[src/rtl/stream_read_mover.sv]
// stream_read_mover: DMA read engine. Splits one command into AXI4 INCR read
// bursts (capped by MAX_BURST and 4 KB page boundaries) and forwards the
// returned beats as an AXI-stream tagged with the command's dest/user.
module stream_read_mover #(
  parameter int unsigned ADDR_WIDTH = 64,
  parameter int unsigned DATA_WIDTH = 64,
  parameter int unsigned DEST_WIDTH = 3,
  parameter int unsigned USER_WIDTH = 8,
  parameter int unsigned LEN_WIDTH  = 21,
  parameter int unsigned MAX_BURST  = 16
) (
  input  logic                  aclk,
  input  logic                  aresetn,
  // command
  input  logic [ADDR_WIDTH-1:0] cmd_addr,
  input  logic [LEN_WIDTH-1:0]  cmd_len,
  input  logic [DEST_WIDTH-1:0] cmd_dest,
  input  logic [USER_WIDTH-1:0] cmd_user,
  input  logic                  cmd_last,
  input  logic                  cmd_valid,
  output logic                  cmd_ready,
  // AXI read address
  output logic [ADDR_WIDTH-1:0] ar_addr,
  output logic [7:0]            ar_len,
  output logic [2:0]            ar_size,
  output logic [1:0]            ar_burst,
  output logic                  ar_valid,
  input  logic                  ar_ready,
  // AXI read data
  input  logic [DATA_WIDTH-1:0] r_data,
  input  logic [1:0]            r_resp,
  input  logic                  r_last,
  input  logic                  r_valid,
  output logic                  r_ready,
  // stream out
  output logic [DATA_WIDTH-1:0] m_data,
  output logic [DEST_WIDTH-1:0] m_dest,
  output logic [USER_WIDTH-1:0] m_user,
  output logic                  m_last,
  output logic                  m_valid,
  input  logic                  m_ready,
  // status
  output logic                  busy,
  output logic                  err
);

  localparam int unsigned BB      = DATA_WIDTH / 8;
  localparam int unsigned BB_LOG2 = $clog2(BB);
  localparam int unsigned BCNT_W  = 9;

  typedef enum logic [1:0] {S_IDLE, S_ADDR, S_DATA} state_t;

  state_t                r_state;
  logic [ADDR_WIDTH-1:0] r_addr;
  logic [LEN_WIDTH-1:0]  r_rem;
  logic [BCNT_W-1:0]     r_bcnt;
  logic [DEST_WIDTH-1:0] r_dest;
  logic [USER_WIDTH-1:0] r_user;
  logic                  r_cmd_last;
  logic                  r_err;
  logic                  r_cmd_ready;
  logic                  r_ar_valid;
  logic [ADDR_WIDTH-1:0] r_ar_addr;
  logic [7:0]            r_ar_len;

  logic [ADDR_WIDTH-1:0] w_cmd_addr;
  logic [LEN_WIDTH-1:0]  w_cmd_beats;
  logic [ADDR_WIDTH-1:0] w_next_addr;
  logic [LEN_WIDTH-1:0]  w_next_rem;
  logic [BCNT_W-1:0]     w_first_burst;
  logic [BCNT_W-1:0]     w_next_burst;
  logic                  w_in_data;
  logic                  w_xfer;
  logic                  w_bcnt_last;

  // Beats in the next burst: min(remaining, MAX_BURST, beats left in 4 KB page)
  function automatic logic [BCNT_W-1:0] f_burst(input logic [ADDR_WIDTH-1:0] a,
                                                input logic [LEN_WIDTH-1:0]  rem);
    logic [12:0]          page;
    logic [LEN_WIDTH-1:0] n;
    page = (13'd4096 - {1'b0, a[11:0]}) >> BB_LOG2;
    n    = LEN_WIDTH'(page);
    if (n > LEN_WIDTH'(MAX_BURST)) n = LEN_WIDTH'(MAX_BURST);
    if (rem < n) n = rem;
    return BCNT_W'(n);
  endfunction

  assign w_cmd_addr    = cmd_addr & ~(ADDR_WIDTH'(BB - 1));
  assign w_cmd_beats   = cmd_len >> BB_LOG2;
  assign w_next_addr   = r_addr + ADDR_WIDTH'(BB);
  assign w_next_rem    = r_rem - LEN_WIDTH'(1);
  assign w_first_burst = f_burst(w_cmd_addr, w_cmd_beats);
  assign w_next_burst  = f_burst(w_next_addr, w_next_rem);
  assign w_in_data     = (r_state == S_DATA);
  assign w_xfer        = w_in_data & r_valid & m_ready;
  assign w_bcnt_last   = (r_bcnt == BCNT_W'(1));

  // R -> stream pass-through, only live while a burst is being received
  assign r_ready   = w_in_data & m_ready;
  assign m_valid   = w_in_data & r_valid;
  assign m_data    = w_in_data ? r_data : '0;
  assign m_last    = w_in_data & r_valid & r_cmd_last & (r_rem == LEN_WIDTH'(1));
  assign m_dest    = r_dest;
  assign m_user    = r_user;

  assign cmd_ready = r_cmd_ready;
  assign ar_valid  = r_ar_valid;
  assign ar_addr   = r_ar_addr;
  assign ar_len    = r_ar_len;
  assign ar_size   = 3'(BB_LOG2);
  assign ar_burst  = 2'b01;
  assign busy      = (r_state != S_IDLE);
  assign err       = r_err;

  // Command / burst sequencing FSM with registered AR and handshake outputs
  always_ff @(posedge aclk or negedge aresetn) begin
    if (!aresetn) begin
      r_state     <= S_IDLE;
      r_addr      <= '0;
      r_rem       <= '0;
      r_bcnt      <= '0;
      r_dest      <= '0;
      r_user      <= '0;
      r_cmd_last  <= 1'b0;
      r_err       <= 1'b0;
      r_cmd_ready <= 1'b0;
      r_ar_valid  <= 1'b0;
      r_ar_addr   <= '0;
      r_ar_len    <= '0;
    end else begin
      r_cmd_ready <= 1'b0;
      case (r_state)
        S_IDLE: begin
          // the !r_cmd_ready guard keeps a still-held cmd_valid from re-latching
          if (cmd_valid && !r_cmd_ready) begin
            r_addr      <= w_cmd_addr;
            r_rem       <= w_cmd_beats;
            r_dest      <= cmd_dest;
            r_user      <= cmd_user;
            r_cmd_last  <= cmd_last;
            r_cmd_ready <= 1'b1;
            if (w_cmd_beats != '0) begin
              r_state    <= S_ADDR;
              r_ar_valid <= 1'b1;
              r_ar_addr  <= w_cmd_addr;
              r_ar_len   <= 8'(w_first_burst - BCNT_W'(1));
            end
          end
        end
        S_ADDR: begin
          if (ar_ready) begin
            r_ar_valid <= 1'b0;
            r_bcnt     <= BCNT_W'(r_ar_len) + BCNT_W'(1);
            r_state    <= S_DATA;
          end
        end
        S_DATA: begin
          if (w_xfer) begin
            // bad response or r_last out of step with our own beat count
            if ((r_resp != 2'b00) || (r_last != w_bcnt_last)) r_err <= 1'b1;
            r_rem  <= w_next_rem;
            r_addr <= w_next_addr;
            r_bcnt <= r_bcnt - BCNT_W'(1);
            if (w_bcnt_last) begin
              if (r_rem == LEN_WIDTH'(1)) begin
                r_state <= S_IDLE;
              end else begin
                r_state    <= S_ADDR;
                r_ar_valid <= 1'b1;
                r_ar_addr  <= w_next_addr;
                r_ar_len   <= 8'(w_next_burst - BCNT_W'(1));
              end
            end
          end
        end
        default: r_state <= S_IDLE;
      endcase
    end
  end

endmodule

[config.mk]
export PLATFORM = sky130hd
export DESIGN_NAME = stream_read_mover
export DESIGN_NICKNAME = d
export VERILOG_FILES = /design/src/rtl/stream_read_mover.sv
export SDC_FILE = /design/constraint.sdc
export NUM_CORES = 1
export LEC_CHECK = 0
export CAP_MARGIN = 20
export CORE_ASPECT_RATIO = 2
export CORE_UTILIZATION = 40
export CTS_CLUSTER_SIZE = 16
export DETAILED_ROUTE_END_ITERATION = 8
export PLACE_DENSITY = 0.69
export SLEW_MARGIN = 10
export SYNTH_ARGS = -nofsm -noshare
export SYNTH_HDL_FRONTEND = slang
export SYNTH_SLANG_ARGS = --single-unit
[constraint.sdc]
create_clock -name aclk -period 5.3 [get_ports aclk]
set_clock_uncertainty 0.2 [all_clocks]
set_input_delay 0.53 -clock aclk [delete_from_list [all_inputs] [get_ports aclk]]
set_output_delay 0.53 -clock aclk [all_outputs]
set_load 0.05 [all_outputs]
* Word-level counts from Yosys, hierarchy flattened
Cells that the tools add are included.
Word-level totals: memory bits (read-only) 0, memories kept 0, bits in latches 0, input port bits 170, bits in writable memories 0, word-level logic and storage cells 99, output and inout port bits 159, register bits after elaboration 183
Cells by class: muxes and demuxes 42, $lt $le $gt $ge 4, multipliers 0, shift operators 0, equal/unequal tests 11, add/sub/neg operators 8, div/mod/pow operators 0, bitwise logic cells 5, reductions and logical operators 17
Operators with widths (count):
- 64-bit two-way mux | 8
- 64-bit one-hot mux with 2 select lines | 2
- 64-bit by 4-bit adder with 64-bit output, second input constant | 1
- 8-bit two-way mux | 7
- 21-bit two-way mux | 2
- 21-bit one-hot mux with 2 select lines | 1
- 13-bit by 12-bit subtractor with 13-bit output, first input constant | 2
- 21-bit by 1-bit equality test with 1-bit output, second input constant | 1
- 21-bit by 10-bit < comparator with 1-bit output | 1
- 21-bit nonzero test | 1
- 21-bit by 1-bit subtractor with 21-bit output, second input constant | 1
- 10-bit by 5-bit greater-than comparator with 1-bit output, second input constant | 2
- 10-bit two-way mux | 2
- 18-bit by 10-bit < comparator with 1-bit output | 1
- 9-bit two-way mux | 2
- 9-bit one-hot mux with 2 select lines | 1
- 8-bit one-hot mux with 2 select lines | 1
- 8-bit by 1-bit subtractor with 8-bit output, second input constant | 2
- 2-bit two-way mux | 5
- 8-bit by 1-bit adder with 9-bit output, second input constant | 1
- 9-bit by 1-bit equality test with 1-bit output, second input constant | 1
- 1-bit two-way mux | 9
- 3-bit AND reduction | 3
- 9-bit by 1-bit subtractor with 9-bit output, second input constant | 1
- 18 further kinds | 29

* Depth between registers and ports, before layout
word-level depth 11, depth in mapped cells 20, depth with buffers taken out 19

* Worst setup path before layout
No wires, ideal clock.
path type flip-flop to flip-flop, from reg r_addr[2], to reg r_ar_len[6] (netlist: ar_len[6]), setup slack 857 ps, library setup time 131 ps, data required time 4969 ps, arrival 4112 ps, cell stages (with the launch flop) 19, period minus slack after synthesis 4443 ps, path through dfrtp_1 or4b_4 o31a_1 a211o_1 nor4_2 nand2_1 ha_1 nand2_1 o21ai_0 a41oi_1 or3_1 a41o_2 a211oi_1 o21ai_2 ha_1 and2_1 nand4_1 xnor2_1 o21ai_1
Between the ends: word-level cells in the longest chain between the ends 11
RTL lines:
- from (decl) | RTL line 54 | logic [ADDR_WIDTH-1:0] r_addr;
- from (signal assigned) | RTL line 136 | r_addr <= w_cmd_addr;
- from (signal assigned) | RTL line 162 | r_addr <= w_next_addr;
- 64-bit by 4-bit adder with 64-bit output (*) | RTL line 90 | assign w_next_addr = r_addr + ADDR_WIDTH'(BB);
- 13-bit by 12-bit subtractor with 13-bit output (*) | RTL line 81 | page = (13'd4096 - {1'b0, a[11:0]}) >> BB_LOG2;
- 10-bit by 5-bit greater-than comparator with 1-bit output | RTL line 83 | if (n > LEN_WIDTH'(MAX_BURST)) n = LEN_WIDTH'(MAX_BURST);
- 10-bit two-way mux (*) | RTL line 83
- 21-bit by 10-bit < comparator with 1-bit output | RTL line 84 | if (rem < n) n = rem;
- 8-bit two-way mux (*) | RTL line 84
- 8-bit by 1-bit subtractor with 8-bit output (*) | RTL line 171 | r_ar_len <= 8'(w_next_burst - BCNT_W'(1));
- 8-bit two-way mux (*) | RTL line 165 | if (r_rem == LEN_WIDTH'(1)) begin
- 8-bit two-way mux (*) | RTL line 164 | if (w_bcnt_last) begin
- 8-bit two-way mux (*) | RTL line 158 | if (w_xfer) begin
- 8-bit one-hot mux with 2 select lines (*) | RTL line 132 | case (r_state)
- to (signal assigned) | RTL line 146 | r_ar_len <= 8'(w_first_burst - BCNT_W'(1));
- to (signal assigned) | RTL line 171
- to (decl) | RTL line 64 | logic [7:0] r_ar_len;
Mark *: on every way between the ends. The rest lies on a longest branch, timed or not. The select of a mux whose other input is x is not followed. A chain may end at the register's enable or synchronous reset.

* Worst setup path after layout
from reg r_addr[3], to reg r_ar_len[6] (netlist: ar_len[6])
The elaborated chain is that of the path after synthesis.

==> summary by stage <==
Yosys
Ranked by total cell area, the synthesized netlist is headed by sky130_fd_sc_hd__dfrtp_1, sky130_fd_sc_hd__nand2_1, sky130_fd_sc_hd__o21ai_0, sky130_fd_sc_hd__a21oi_1, sky130_fd_sc_hd__and2_1. Of the post-synthesis cell area, the dominant cell type holds 0.393. By count the netlist is led by sky130_fd_sc_hd__nand2_1, sky130_fd_sc_hd__dfrtp_1, sky130_fd_sc_hd__o21ai_0, sky130_fd_sc_hd__a21oi_1, sky130_fd_sc_hd__nor2_1.

The number of synthesized flops with an enable pin is 0. The leading cell type by number of instances after synthesis is sky130_fd_sc_hd__nand2_1. The synthesized area per cell is just over 8 um^2. The flip-flop and latch count after synthesis is 183.

The top flip-flop cell by instance count after synthesis is sky130_fd_sc_hd__dfrtp_1. Synthesis produced a netlist whose cell count is around 1400. The largest total area in the synthesized netlist belongs to sky130_fd_sc_hd__dfrtp_1. During synthesis, Yosys emitted a total of 0 warnings.

The share of synthesized registers carrying an async set or reset is 1.00. The cell area that synthesis handed to floorplanning was between 10000 and 15000 um^2. The proportion of synthesized chip area in sequential cells is 0.393. The count of different cell masters after synthesis is 80.

Timing
Setup violations remaining at the end of the flow were counted as 0. The hold violation count in the final report was 0. At the pin with the least slew margin, the transition time is about 0.86 ns. The final critical-path share of the clock period is 0.934. The number of max-slew violations in the final report is 0. The final worst hold slack is 0.278 ns.

Summed over all failing endpoints, the final setup total negative slack is 0 ns. Derived from the worst setup path, the maximum achievable clock frequency is a little over 200 MHz. The smallest setup slack after layout is ~0.35 ns. The worst max-slew margin expressed relative to the limit is 0.418. Setup repair after global routing left no endpoint under its margin. After layout, the minimum clock period comes to roughly 4.9 ns.

Global route
The total global-route track usage is 0.255. The first global-routing pass estimated 58.5 mm of wire. The initial antenna violation count is 1. The number of global-route vias before repair is 11477. The largest net degree at the start of global routing is around 190. The total congestion overflow is 0.

Worst setup path
The worst reg-to-reg path cell count is 19. The worst reg2reg path startpoint is r_addr[3]. The maximum cell stage delay along the critical path is about 0.46 ns. STA classifies the critical path startpoint as a register. Along the worst path, the maximum fanout reaches 7. Together, buffers and inverters on the worst path number 0. The endpoint arrival time on the critical path is between 5 and 6 ns. The critical path starts at r_addr[3]. Walking the worst path, the cells encountered are ha_2, or3_1, o31a_1, a211o_1, nor3_4, nand3_1, ha_1, a21oi_1, o21ai_1, a41oi_1, or3_1, a41oi_4, o31ai_1, o2bb2ai_2, ha_1, and2_1, nand4_1, xnor2_1, o21ai_1. The cell family contributing the most delay on the critical path is compound AO/OA/AOI/OAI gates. STA puts the critical path data required time at between 5 and 6 ns. The logic depth of the worst setup path including buffers is 19.

The endpoint identified for the worst register-to-register timing path is ar_len[6]. The type of destination of the critical path is a register. Setup slack on the worst reg-to-reg path comes out at between 0.3 and 0.4 ns. The end point of the critical path is ar_len[6]. The type of the setup path with the least slack is register to register. The slowest stage of the critical path belongs to the cell sky130_fd_sc_hd__dfrtp_1.

Floorplanning
The floorplan step defined a die boundary enclosing 29800 um^2. The floorplan step set the die height to 243 um. The initial cell density of the core is 0.405. The number of placement rows is 88. Pin placement for this block handled ~330 I/O pins.

The width of the chip is between 100 and 150 um. The placeable core region is ~29000 um^2.

Power
Summed over all cells, the static leakage comes to 6.32 nW. The worst-case IR drop observed on VDD is roughly 400 uV. Total power for the finished layout comes to about 0.0096 W. The power per cell area is 608 nW/um^2.

Clocking
The clock passes through at most 2 buffers. The clock latency at the later pin of the worst-skew pair is ~0.47 ns. The root buffer cell is sky130_fd_sc_hd__clkbuf_16. The TritonCTS clock tree is built. The post-CTS clock slew at the launch and capture registers of the worst setup and hold paths is around 0.07 ns.

Clock tree synthesis inserted a total of 17 buffers. Counting every sink on the clock net gives ~180. The clock tree synthesis step divided the H-tree into 4 levels.

Drt
For this block, the routed nets add up to approximately 37 mm of wire. The first detailed-routing pass took 7 iterations. The starting DRC count in detailed routing is 500. The total vias in the final route is roughly 11000.

After detailed routing, the number of remaining DRC violations is 1. After detailed routing, the average wire length per cell comes to about 18 um. Dividing the detail-routed via count by the number of cells gives ~5.5.

The number of antenna-violating nets in the routed design is 0.

Place
The worst setup slack before clock tree synthesis is between 0.15 and 0.2 ns. The number of input and output port buffers inserted is roughly 320. The global placer's final weighted congestion is between 0.8 and 0.9.

After legalization and detailed placement, the total HPWL measured between 20 and 30 mm.

Cells and area
Of the cells placed in the final design, the portion with a size suffix greater than 1 is 0.0639. The synthesis-to-finish area growth is 35.8%. After the last flow step, the layout net total stands at around 1900. The final-layout fill cell count is roughly 2700.

Status
The run finished, with violations left. The checks that failed: DRC.

Job
The max capacitance violation total is 0.

Hold path
The kind of path behind the tightest hold check is register to register.
==> layout by cell type, fill, tap and decap left out, types with 4 or more instances in the layout <==
cell and instances:
sky130_fd_sc_hd__xor2_1 40, sky130_fd_sc_hd__a22oi_1 5, sky130_fd_sc_hd__nand2b_1 11, sky130_fd_sc_hd__buf_4 16, sky130_fd_sc_hd__xnor2_1 40, sky130_fd_sc_hd__a21boi_0 5, sky130_fd_sc_hd__buf_12 4, sky130_fd_sc_hd__clkbuf_16 17
sky130_fd_sc_hd__nand3_1 51, sky130_fd_sc_hd__a31oi_1 10, sky130_fd_sc_hd__o31ai_1 17, sky130_fd_sc_hd__ha_1 26, sky130_fd_sc_hd__nand4_1 20, sky130_fd_sc_hd__a21oi_1 102, sky130_fd_sc_hd__mux2i_1 9, sky130_fd_sc_hd__inv_6 5
sky130_fd_sc_hd__nand2_1 225, sky130_fd_sc_hd__and2_1 71, sky130_fd_sc_hd__nor3b_1 4, sky130_fd_sc_hd__o22a_1 5, sky130_fd_sc_hd__conb_1 15, sky130_fd_sc_hd__a22o_1 5, sky130_fd_sc_hd__o22ai_1 19, sky130_fd_sc_hd__a211oi_1 4
sky130_fd_sc_hd__nor3_1 32, sky130_fd_sc_hd__nor4_1 15, sky130_fd_sc_hd__o21ai_1 17, sky130_fd_sc_hd__nor2_1 101, sky130_fd_sc_hd__and3_1 14, sky130_fd_sc_hd__mux2_2 25, sky130_fd_sc_hd__nor2b_1 5, sky130_fd_sc_hd__inv_1 27
sky130_fd_sc_hd__clkdlybuf4s50_1 316, sky130_fd_sc_hd__dfrtp_1 183, sky130_fd_sc_hd__o31a_1 8, sky130_fd_sc_hd__o21ai_0 133, sky130_fd_sc_hd__and4_1 7, sky130_fd_sc_hd__or3_1 19
==> layer usage <==
| layer | share of wire | track usage | vias to the layer above | wire length, um |
|---|---|---|---|---|
| met1 | 0.34 | 0.246 | 5403 | 12600 |
| li1 | - | - | 5522 | - |
| met4 | 0.054 | 0.151 | 0 | 1980 |
| met2 | 0.56 | 0.481 | 354 | 20500 |
| met3 | 0.045 | 0.0496 | 96 | 1660 |
| met5 | 0 | 0 | - | 0 |
==> timing repair <==
item	in CTS	in global routing
hold endpoints to repair	40	0
hold buffers	1	0
endpoints found under the setup margin	0	1
buffers inserted	0	2
gates resized for setup	0	4
==> final cells by class <==
class	instances	area, um^2	share of cell area
Antenna cell	1	2.50	0.000158
Timing Repair Buffer	339	3400	0.215
Clock inverter	14	141	0.00894
Clock buffer	17	425	0.0269
Sequential cell	183	4580	0.290
Multi-Input combinational cell	1127	6710	0.424
Tap cell	360	450	0.0285
Inverter	27	101	0.00641
==> through the flow <==
stage	area (um^2)	cells	utilization
final	15800	2068	0.550
after detailed placement	15200	2032	0.528
after CTS	15800	2064	0.548
after floorplan	11700	1427	-
after global placement	15200	2032	0.528
after global routing	15800	2068	0.550
==> worst min-delay path by stage <==
stage / from / end / depth (start not counted)
after global routing: ar_addr[21] / ar_addr[21] / 2
final: err / err / 1
after floorplan: aresetn / ar_addr[0] / 0
after detailed placement: ar_addr[24] / ar_addr[24] / 1
after global placement: ar_addr[33] / ar_addr[33] / 2
after CTS: ar_addr[24] / ar_addr[24] / 1
==> state kept, by name (all words and copies together) (netlist names) <==
signal,count
ar_addr,64
r_addr,64
r_rem,21
r_bcnt,9
ar_len,8
m_user,8
m_dest,3
r_state,2
ar_valid,1
cmd_ready,1
err,1
r_cmd_last,1
==> power breakdown <==
| group | total [W] | switching, W | internal, W |
|---|---|---|---|
| Sequential | 0.00273 | 0.000682 | 0.00205 |
| Clock | 0.00129 | 0.000631 | 0.000660 |
| Combinational | 0.00559 | 0.00360 | 0.00199 |
==> logic make-up (layout without fill, tap and decap cells) <==
group                    after synthesis  count (layout)  synth area share
XOR/XNOR                              80              80            0.0602
AND/OR/NAND/NOR                      608             608             0.261
AO/OA/AOI/OAI                        363             363             0.184
other                                  2              16          0.000645
buffers and inverters                117             397            0.0400
adder cells (fa/ha/maj)               27              27            0.0290
flip-flops                           183             183             0.393
multiplexers                          34              34            0.0319
No activity file was read; power rests on OpenSTA's default activity.
